===== config.mk =====
export PLATFORM = sky130hd
export DESIGN_NAME = mac_tc_16_16_acc_flat
export DESIGN_NICKNAME = d
export VERILOG_FILES = /design/src/rtl/mac_tc_16_16_acc_if.sv /design/src/rtl/mac_tc_16_16_acc.sv /design/src/flat_wrapper.sv
export SDC_FILE = /design/constraint.sdc
export NUM_CORES = 1
export LEC_CHECK = 0
export ABC_AREA = 0
export BUFFER_PORTS_ARGS = -buffer_cell sky130_fd_sc_hd__buf_4
export CAP_MARGIN = 10
export CORE_ASPECT_RATIO = 1.75
export CORE_MARGIN = 10
export CORE_UTILIZATION = 25
export DETAILED_ROUTE_END_ITERATION = 10
export GPL_ROUTABILITY_DRIVEN = 0
export PLACE_DENSITY = 0.49
export SYNTH_ARGS = -nofsm -noshare
export SYNTH_HDL_FRONTEND = slang
export SYNTH_SLANG_ARGS = --single-unit

===== constraint.sdc =====
create_clock -name clk -period 8.3 [get_ports clk]
set_clock_uncertainty 0.1 [all_clocks]
set_input_delay 1.66 -clock clk [delete_from_list [all_inputs] [get_ports clk]]
set_output_delay 1.66 -clock clk [all_outputs]
set_load 0.05 [all_outputs]

===== src/rtl/mac_tc_16_16_acc_if.sv =====
// Operand-pair stream in, dot-product result stream out, both valid/ready.
// The master side feeds operands and consumes results; the MAC is the slave.
interface mac_tc_16_16_acc_if #(
  parameter int ACC_W = 40
);
  logic                    in_valid;
  logic                    in_ready;
  logic signed [15:0]      a;
  logic signed [15:0]      b;
  logic                    in_last;
  logic                    out_valid;
  logic                    out_ready;
  logic signed [ACC_W-1:0] acc_out;
  logic                    ovf;

  modport master (
    output in_valid, a, b, in_last, out_ready,
    input  in_ready, out_valid, acc_out, ovf
  );

  modport slave (
    input  in_valid, a, b, in_last, out_ready,
    output in_ready, out_valid, acc_out, ovf
  );
endinterface


===== src/rtl/mac_tc_16_16_acc.sv =====
// Pipelined signed 16x16 multiply-accumulate: one wrap-around dot product per
// in_last-terminated vector, with a sticky signed-overflow flag per vector.
module mac_tc_16_16_acc #(
  parameter int ACC_W = 40
) (
  input logic                clk,
  input logic                rst,
  mac_tc_16_16_acc_if.slave  bus
);
  localparam int DATA_W = 16;
  localparam int PROD_W = 2 * DATA_W;

  function automatic logic signed [PROD_W-1:0] mul_tc_16_16(
    input logic signed [DATA_W-1:0] x,
    input logic signed [DATA_W-1:0] y
  );
    return PROD_W'(x) * PROD_W'(y);
  endfunction

  // Overflow of a wrap-around add: equal operand signs, result sign differs.
  function automatic logic add_ovf(
    input logic signed [ACC_W-1:0] lhs,
    input logic signed [ACC_W-1:0] rhs,
    input logic signed [ACC_W-1:0] res
  );
    return (lhs[ACC_W-1] == rhs[ACC_W-1]) && (res[ACC_W-1] != lhs[ACC_W-1]);
  endfunction

  logic                     en;
  logic signed [DATA_W-1:0] a_p1;
  logic signed [DATA_W-1:0] b_p1;
  logic                     vld_p1;
  logic                     last_p1;
  logic signed [PROD_W-1:0] prod_p2;
  logic                     vld_p2;
  logic                     last_p2;
  logic signed [ACC_W-1:0]  acc_p3;
  logic                     ovf_acc_p3;
  logic signed [ACC_W-1:0]  acc_out_q;
  logic                     ovf_q;
  logic                     out_valid_q;

  logic signed [ACC_W-1:0]  prod_ext;
  logic signed [ACC_W-1:0]  sum;
  logic                     step_ovf;

  // A single enable freezes the whole pipe while a result waits downstream.
  assign en = !out_valid_q || bus.out_ready;

  assign prod_ext = ACC_W'(prod_p2);
  assign sum      = acc_p3 + prod_ext;
  assign step_ovf = add_ovf(acc_p3, prod_ext, sum);

  assign bus.in_ready  = en;
  assign bus.out_valid = out_valid_q;
  assign bus.acc_out   = acc_out_q;
  assign bus.ovf       = ovf_q;

  always_ff @(posedge clk or posedge rst) begin
    if (rst) begin
      a_p1        <= '0;
      b_p1        <= '0;
      vld_p1      <= 1'b0;
      last_p1     <= 1'b0;
      prod_p2     <= '0;
      vld_p2      <= 1'b0;
      last_p2     <= 1'b0;
      acc_p3      <= '0;
      ovf_acc_p3  <= 1'b0;
      acc_out_q   <= '0;
      ovf_q       <= 1'b0;
      out_valid_q <= 1'b0;
    end else if (en) begin
      // P1: operand capture; a missing in_valid becomes a bubble
      a_p1    <= bus.a;
      b_p1    <= bus.b;
      vld_p1  <= bus.in_valid;
      last_p1 <= bus.in_last;

      // P2: product
      prod_p2 <= mul_tc_16_16(a_p1, b_p1);
      vld_p2  <= vld_p1;
      last_p2 <= last_p1;

      // ACC: accumulate, or publish and restart on the last element.
      // en high with out_valid set implies out_ready, so the old result is gone.
      out_valid_q <= 1'b0;
      if (vld_p2) begin
        if (last_p2) begin
          acc_out_q   <= sum;
          ovf_q       <= ovf_acc_p3 | step_ovf;
          out_valid_q <= 1'b1;
          acc_p3      <= '0;
          ovf_acc_p3  <= 1'b0;
        end else begin
          acc_p3     <= sum;
          ovf_acc_p3 <= ovf_acc_p3 | step_ovf;
        end
      end
    end
  end
endmodule


===== src/flat_wrapper.sv =====
// flat-port wrapper written by rule: the top's interface ports become plain ports
module mac_tc_16_16_acc_flat 
#(
  parameter int ACC_W = 40
)
  (clk, rst, bus_in_valid, bus_a, bus_b, bus_in_last, bus_out_ready, bus_in_ready, bus_out_valid, bus_acc_out, bus_ovf);
  mac_tc_16_16_acc_if #(.ACC_W(ACC_W)) bus_i ();
  input logic clk;
  input logic rst;
  input wire logic [$bits(bus_i.in_valid)-1:0] bus_in_valid;
  input wire logic [$bits(bus_i.a)-1:0] bus_a;
  input wire logic [$bits(bus_i.b)-1:0] bus_b;
  input wire logic [$bits(bus_i.in_last)-1:0] bus_in_last;
  input wire logic [$bits(bus_i.out_ready)-1:0] bus_out_ready;
  output wire logic [$bits(bus_i.in_ready)-1:0] bus_in_ready;
  output wire logic [$bits(bus_i.out_valid)-1:0] bus_out_valid;
  output wire logic [$bits(bus_i.acc_out)-1:0] bus_acc_out;
  output wire logic [$bits(bus_i.ovf)-1:0] bus_ovf;
  assign bus_i.in_valid = bus_in_valid;
  assign bus_i.a = bus_a;
  assign bus_i.b = bus_b;
  assign bus_i.in_last = bus_in_last;
  assign bus_i.out_ready = bus_out_ready;
  assign bus_in_ready = bus_i.in_ready;
  assign bus_out_valid = bus_i.out_valid;
  assign bus_acc_out = bus_i.acc_out;
  assign bus_ovf = bus_i.ovf;
  mac_tc_16_16_acc #(.ACC_W(ACC_W)) u_core (.clk(clk), .rst(rst), .bus(bus_i));
endmodule

# ---- Word level (Yosys, flattened, before mapping)
# Index checks and enable logic that the tools add are counted.
dict set report classes {
  add_sub_neg 1
  n_mul 1
  eq_ne 2
  n_mux 4
  n_bitwise 1
  n_reduce_logical 5
}
# cell n
set op_table {}
lappend op_table {{$add 40x32->40} 1}
lappend op_table {{$mux 40} 1}
lappend op_table {{$mul 16x16->32} 1}
lappend op_table {{$mux 1} 3}
lappend op_table {{$reduce_and 3->1} 1}
lappend op_table {{$reduce_and 2->1} 1}
lappend op_table {{$eq 1x1->1} 1}
lappend op_table {{$logic_and 1x1->1} 1}
lappend op_table {{$logic_not 1->1} 1}
lappend op_table {{$logic_or 1x1->1} 1}
lappend op_table {{$ne 1x1->1} 1}
lappend op_table {{$or 1x1->1} 1}
dict set report totals {
  register_bits 151
  in_bits 37
  output_inout_bits 43
  elab_cells 26
}

# ---- Logic depth before layout (Yosys ltp)
dict set report depth {
  depth_word 5
  depth_mapped 25
  mapped_depth_nobuf 22
}

# ---- Least setup slack after synthesis
# OpenSTA, ideal clock, no wires.
dict set report synth_timing {
  path_kind {register to register}
  start {register u_core.a_p1[15]}
  end {register u_core.prod_p2[30]}
  setup_ps 134
  arrival_time_ps 5887
  required_ps 8066
  path_slack_ps 2179
  path_stages_with_launch 22
  path_buffers 1
  period_less_slack_ps 6121
  cell_sequence {dfrtp_1 -> clkbuf_1 -> nand2_1 -> inv_1 -> fa_1 -> fa_1 -> fa_1 -> fa_1 -> fa_1 -> inv_1 -> fa_1 -> inv_1 -> ha_1 -> a21o_1 -> a21o_1 -> a21oi_1 -> nor2b_1 -> a311o_1 -> a21oi_1 -> a21oi_1 -> xnor2_1 -> o21ai_0}
}
dict set report synth_between {
  elab_chain_cells 1
}
# element line
set synth_lines {}
lappend synth_lines {{from (decl)} mac_tc_16_16_acc.sv:30} ;# logic signed [DATA_W-1:0] a_p1;
lappend synth_lines {{from (signal assigned)} mac_tc_16_16_acc.sv:75} ;# a_p1 <= bus.a;
lappend synth_lines {{$mul 16x16->32} mac_tc_16_16_acc.sv:17} ;# return PROD_W'(x) * PROD_W'(y);
lappend synth_lines {{to (signal assigned)} mac_tc_16_16_acc.sv:81} ;# prod_p2 <= mul_tc_16_16(a_p1, b_p1);
lappend synth_lines {{to (decl)} mac_tc_16_16_acc.sv:34} ;# logic signed [PROD_W-1:0] prod_p2;
# Every way passes these cells.
# A chain may end at the register's enable or synchronous reset.

# ---- Worst setup path after layout
dict set report layout_timing {
  start {register u_core.b_p1[1]}
  end {register u_core.prod_p2[30]}
}
dict set report layout_between {
  elab_chain_cells 1
}
# element line
set layout_lines {}
lappend layout_lines {{from (decl)} mac_tc_16_16_acc.sv:31} ;# logic signed [DATA_W-1:0] b_p1;
lappend layout_lines {{from (signal assigned)} mac_tc_16_16_acc.sv:76} ;# b_p1 <= bus.b;
lappend layout_lines {{$mul 16x16->32} mac_tc_16_16_acc.sv:17}
# Every way passes these cells.

==> impl_metrics.py <==
metrics = {
    "run_status": {
        "status": "completed",
    },
    "global_routing": {
        "globalRouteOverflowTotal": 0,
        "grt_max_degree": 94,
        "antenna_found_initial": 0,
        "grt_usage_pct": 12.1,
        "grt_pass1_vias": 13800,
        "grt_pass1_wl_um": 76400,
    },
    "detailed_routing": {
        "wl_met1_um": 18600,
        "vias_per_cell": 4.45,
        "wl_met3_um": 1270,
        "dr.max_layer_used": "met4",
        "routed-via-count": 12500,
        "first_pass_iters": 4,
        "drt_iter0_drc": 480,
        "drc": 0,
        "ant_nets": 0,
        "drt_wl_total_um": 47500,
        "routedWlPerCell_um": 16.9,
        "wl_met2_um": 26100,
    },
    "sta": {
        "min_period_over_period_pct": 82.1,
        "worst_pin_slew_ns": 1.03,
        "max_slew_margin_pct": 30.8,
        "tns_ns": 0,
        "setup_violations": 0,
        "slew_viol_final": 0,
        "fmax_mhz": 147,
        "rsz0062_at_grt": "no",
        "period_needed_ns": 6.82,
        "finalHoldViolations": 0,
    },
    "logic_synthesis": {
        "ys.flop_type": "dfrtp_1",
        "synth_area_um2": 17200,
        "synth_edf_count": 0,
        "yosys.area.top_type_share_pct": 30.5,
        "avgSynthCellArea_um2": 9.29,
        "seq_area_frac_synth_pct": 21.9,
        "syn-num-nets": 2277,
        "yosysTopAreaCell": "fa_1",
        "synth.distinct_cells": 69,
        "ys_top_cells_by_area": "fa_1 31%, dfrtp_1 22%, ha_1 8.8%",
        "synth-async-reset-ratio_pct": 100,
        "synth-seq-cells": 151,
        "ys_warn_count": 0,
        "postSynthCellCount": 1856,
    },
    "setup_path": {
        "crit_path_end_kind": "register",
        "crit_chain": "nand2_1, inv_1, fa_1, fa_1, fa_1, fa_1, fa_1, inv_1, fa_1, inv_1, ha_1, a21o_1, a21o_1, a21oi_1, nor2b_1, a311o_1, a21oi_1, a21oi_1, xnor2_1, o21ai_0",
        "max_stage_delay_ns": 0.82,
        "crit_required_ns": 8.50,
        "crit_path_start_kind": "register",
        "worstSetupPathType": "register to register",
        "cpMostUsedCell": "fa_1",
        "slowest_stage": "fa_1",
        "path_max_fanout": 17,
        "arrival_ns": 7.02,
    },
    "floorplanning": {
        "placementRows": 127,
        "coreArea_um2": 68500,
        "die_w_um": 218,
        "start_util_pct": 25.2,
        "pin_count": 80,
        "die_y_um": 367,
        "dieArea_um2": 80300,
    },
    "clock_network": {
        "cts_setup_buffers": 0,
        "post_cts_resized": 0,
        "ctsHoldBuffers": 0,
        "clock_sinks": 151,
        "clock_latency_ns": 0.46,
        "h-tree-depth": 4,
        "clk_pin_slew_ns": 0.07,
        "root_buffer": "clkbuf_16",
        "cts_buffers": 17,
        "clockBufferDepth": 2,
        "cts_tree": "done",
    },
    "place": {
        "portBuffers": 79,
        "place.detailed.hpwl_um": 38200,
        "dp_cells": 2773,
    },
    "final_layout": {
        "drive_gt1_share_pct": 7.99,
        "multi_input_area_um2": 12100,
        "nFillCells": 7247,
        "n_antenna_cell": 0,
        "nets": 2310,
        "seqCellArea_um2": 3780,
        "final_common_cell": "nand2_1",
        "final_cell_mix": "360 x nand2_1, 290 x inv_1, 263 x fa_1",
        "syn_to_final_growth_pct": 12.0,
        "stdcell_count": 2805,
    },
    "worst_hold_path": {
        "min_path_type": "register to register",
    },
    "flow_run": {
        "maxCapViolations": 0,
    },
}
layout make-up:
type | count | area share (%)
Sequential cell | 151 | 19.6
Timing Repair Buffer | 86 | 3.34
Multi-Input combinational cell | 1341 | 62.6
Inverter | 292 | 5.70
Clock inverter | 14 | 0.739
Tap cell | 903 | 5.85
Clock buffer | 18 | 2.22
routing by layer:
layer / up-vias / GRT usage (%)
met5: - / 0
met4: 0 / 4.74
met3: 66 / 1.52
met2: 225 / 22.8
met1: 6308 / 13.4
li1: 5883 / -
critical path: cells and delay by family (launching register included):
family / cells / cell delay [ns]
flops: 1 / 0.75
xor+xnor: 1 / 0.14
buf+inv: 3 / 0.30
fa+ha+maj: 7 / 3.70
simple gates: 2 / 0.36
compound gates: 7 / 1.30
path summary, 6_finish.rpt:
path                                        from  slack, ns                    end  depth (start not counted)
max                               u_core.b_p1[1]       1.48     u_core.prod_p2[30]                         20
min                        u_core.bus.acc_out[1]       0.37  u_core.bus.acc_out[1]                          2
max reg2reg                       u_core.b_p1[1]       1.48     u_core.prod_p2[30]                         20
min reg2reg                u_core.bus.acc_out[1]       0.37  u_core.bus.acc_out[1]                          2
max in group asynchronous                    rst       5.39        u_core.a_p1[11]                          3
min in group asynchronous                    rst       1.26        u_core.b_p1[15]                          2
logic make-up (layout without fill, tap and decap cells):
logic type,count (synthesis),count (layout),synth area share [%]
fa+ha+maj,384,384,39.3
compound gates,260,260,9.86
simple gates,611,611,16.2
mux,16,16,1.00
xor+xnor,70,70,3.64
buf+inv,364,410,8.09
flops,151,151,21.9
flip-flops by register name, summed over array words and instances (netlist names):
name	count
u_core.vld_p1	1
u_core.last_p1	1
u_core.ovf_acc_p3	1
u_core.bus.out_valid	1
u_core.bus.ovf	1
u_core.prod_p2	32
u_core.b_p1	16
u_core.last_p2	1
u_core.bus.acc_out	40
u_core.a_p1	16
u_core.acc_p3	40
u_core.vld_p2	1
per-stage QoR:
| stage | instance area (um^2) | setup slack, ns | utilization, % | hold slack (ns) |
|---|---|---|---|---|
| final | 19300 | 1.48 | 28.2 | 0.374 |
| after global routing | 19300 | 1.15 | 28.2 | 0.416 |
| after floorplan | 17200 | 2.18 | - | 0.339 |
| after global placement | 18700 | 1.59 | 27.4 | 0.367 |
| after CTS | 19300 | 1.49 | 28.2 | 0.385 |
| after detailed placement | 18700 | 1.51 | 27.4 | 0.369 |
cells in the mapped netlist, types with 3 or more instances:
| library cell | instances |
|---|---|
| nand4_1 | 5 |
| mux2_2 | 10 |
| a311oi_1 | 3 |
| nand2_1 | 362 |
| o21bai_1 | 3 |
| or2_2 | 6 |
| and2_1 | 127 |
| o21ai_1 | 3 |
| a21oi_1 | 76 |
| inv_1 | 291 |
| and3_1 | 5 |
| dfrtp_1 | 151 |
| xor2_1 | 23 |
| nand2b_1 | 9 |
| fa_1 | 263 |
| nor2b_1 | 8 |
| o211ai_1 | 8 |
| o31ai_1 | 11 |
| nand3_1 | 9 |
| nor3_1 | 14 |
| a211oi_1 | 3 |
| a22o_1 | 22 |
| ha_1 | 121 |
| o21a_1 | 5 |
| buf_6 | 3 |
| o21ai_0 | 63 |
| a31oi_1 | 10 |
| nand3b_1 | 3 |
| nor2_1 | 50 |
| xnor2_1 | 46 |
| a21o_1 | 28 |
| mux2i_1 | 6 |
| clkbuf_1 | 65 |
Power is left out: the tool's default activity adds up to more than one toggle a clock period on the data nets, which glitch-free logic cannot reach.
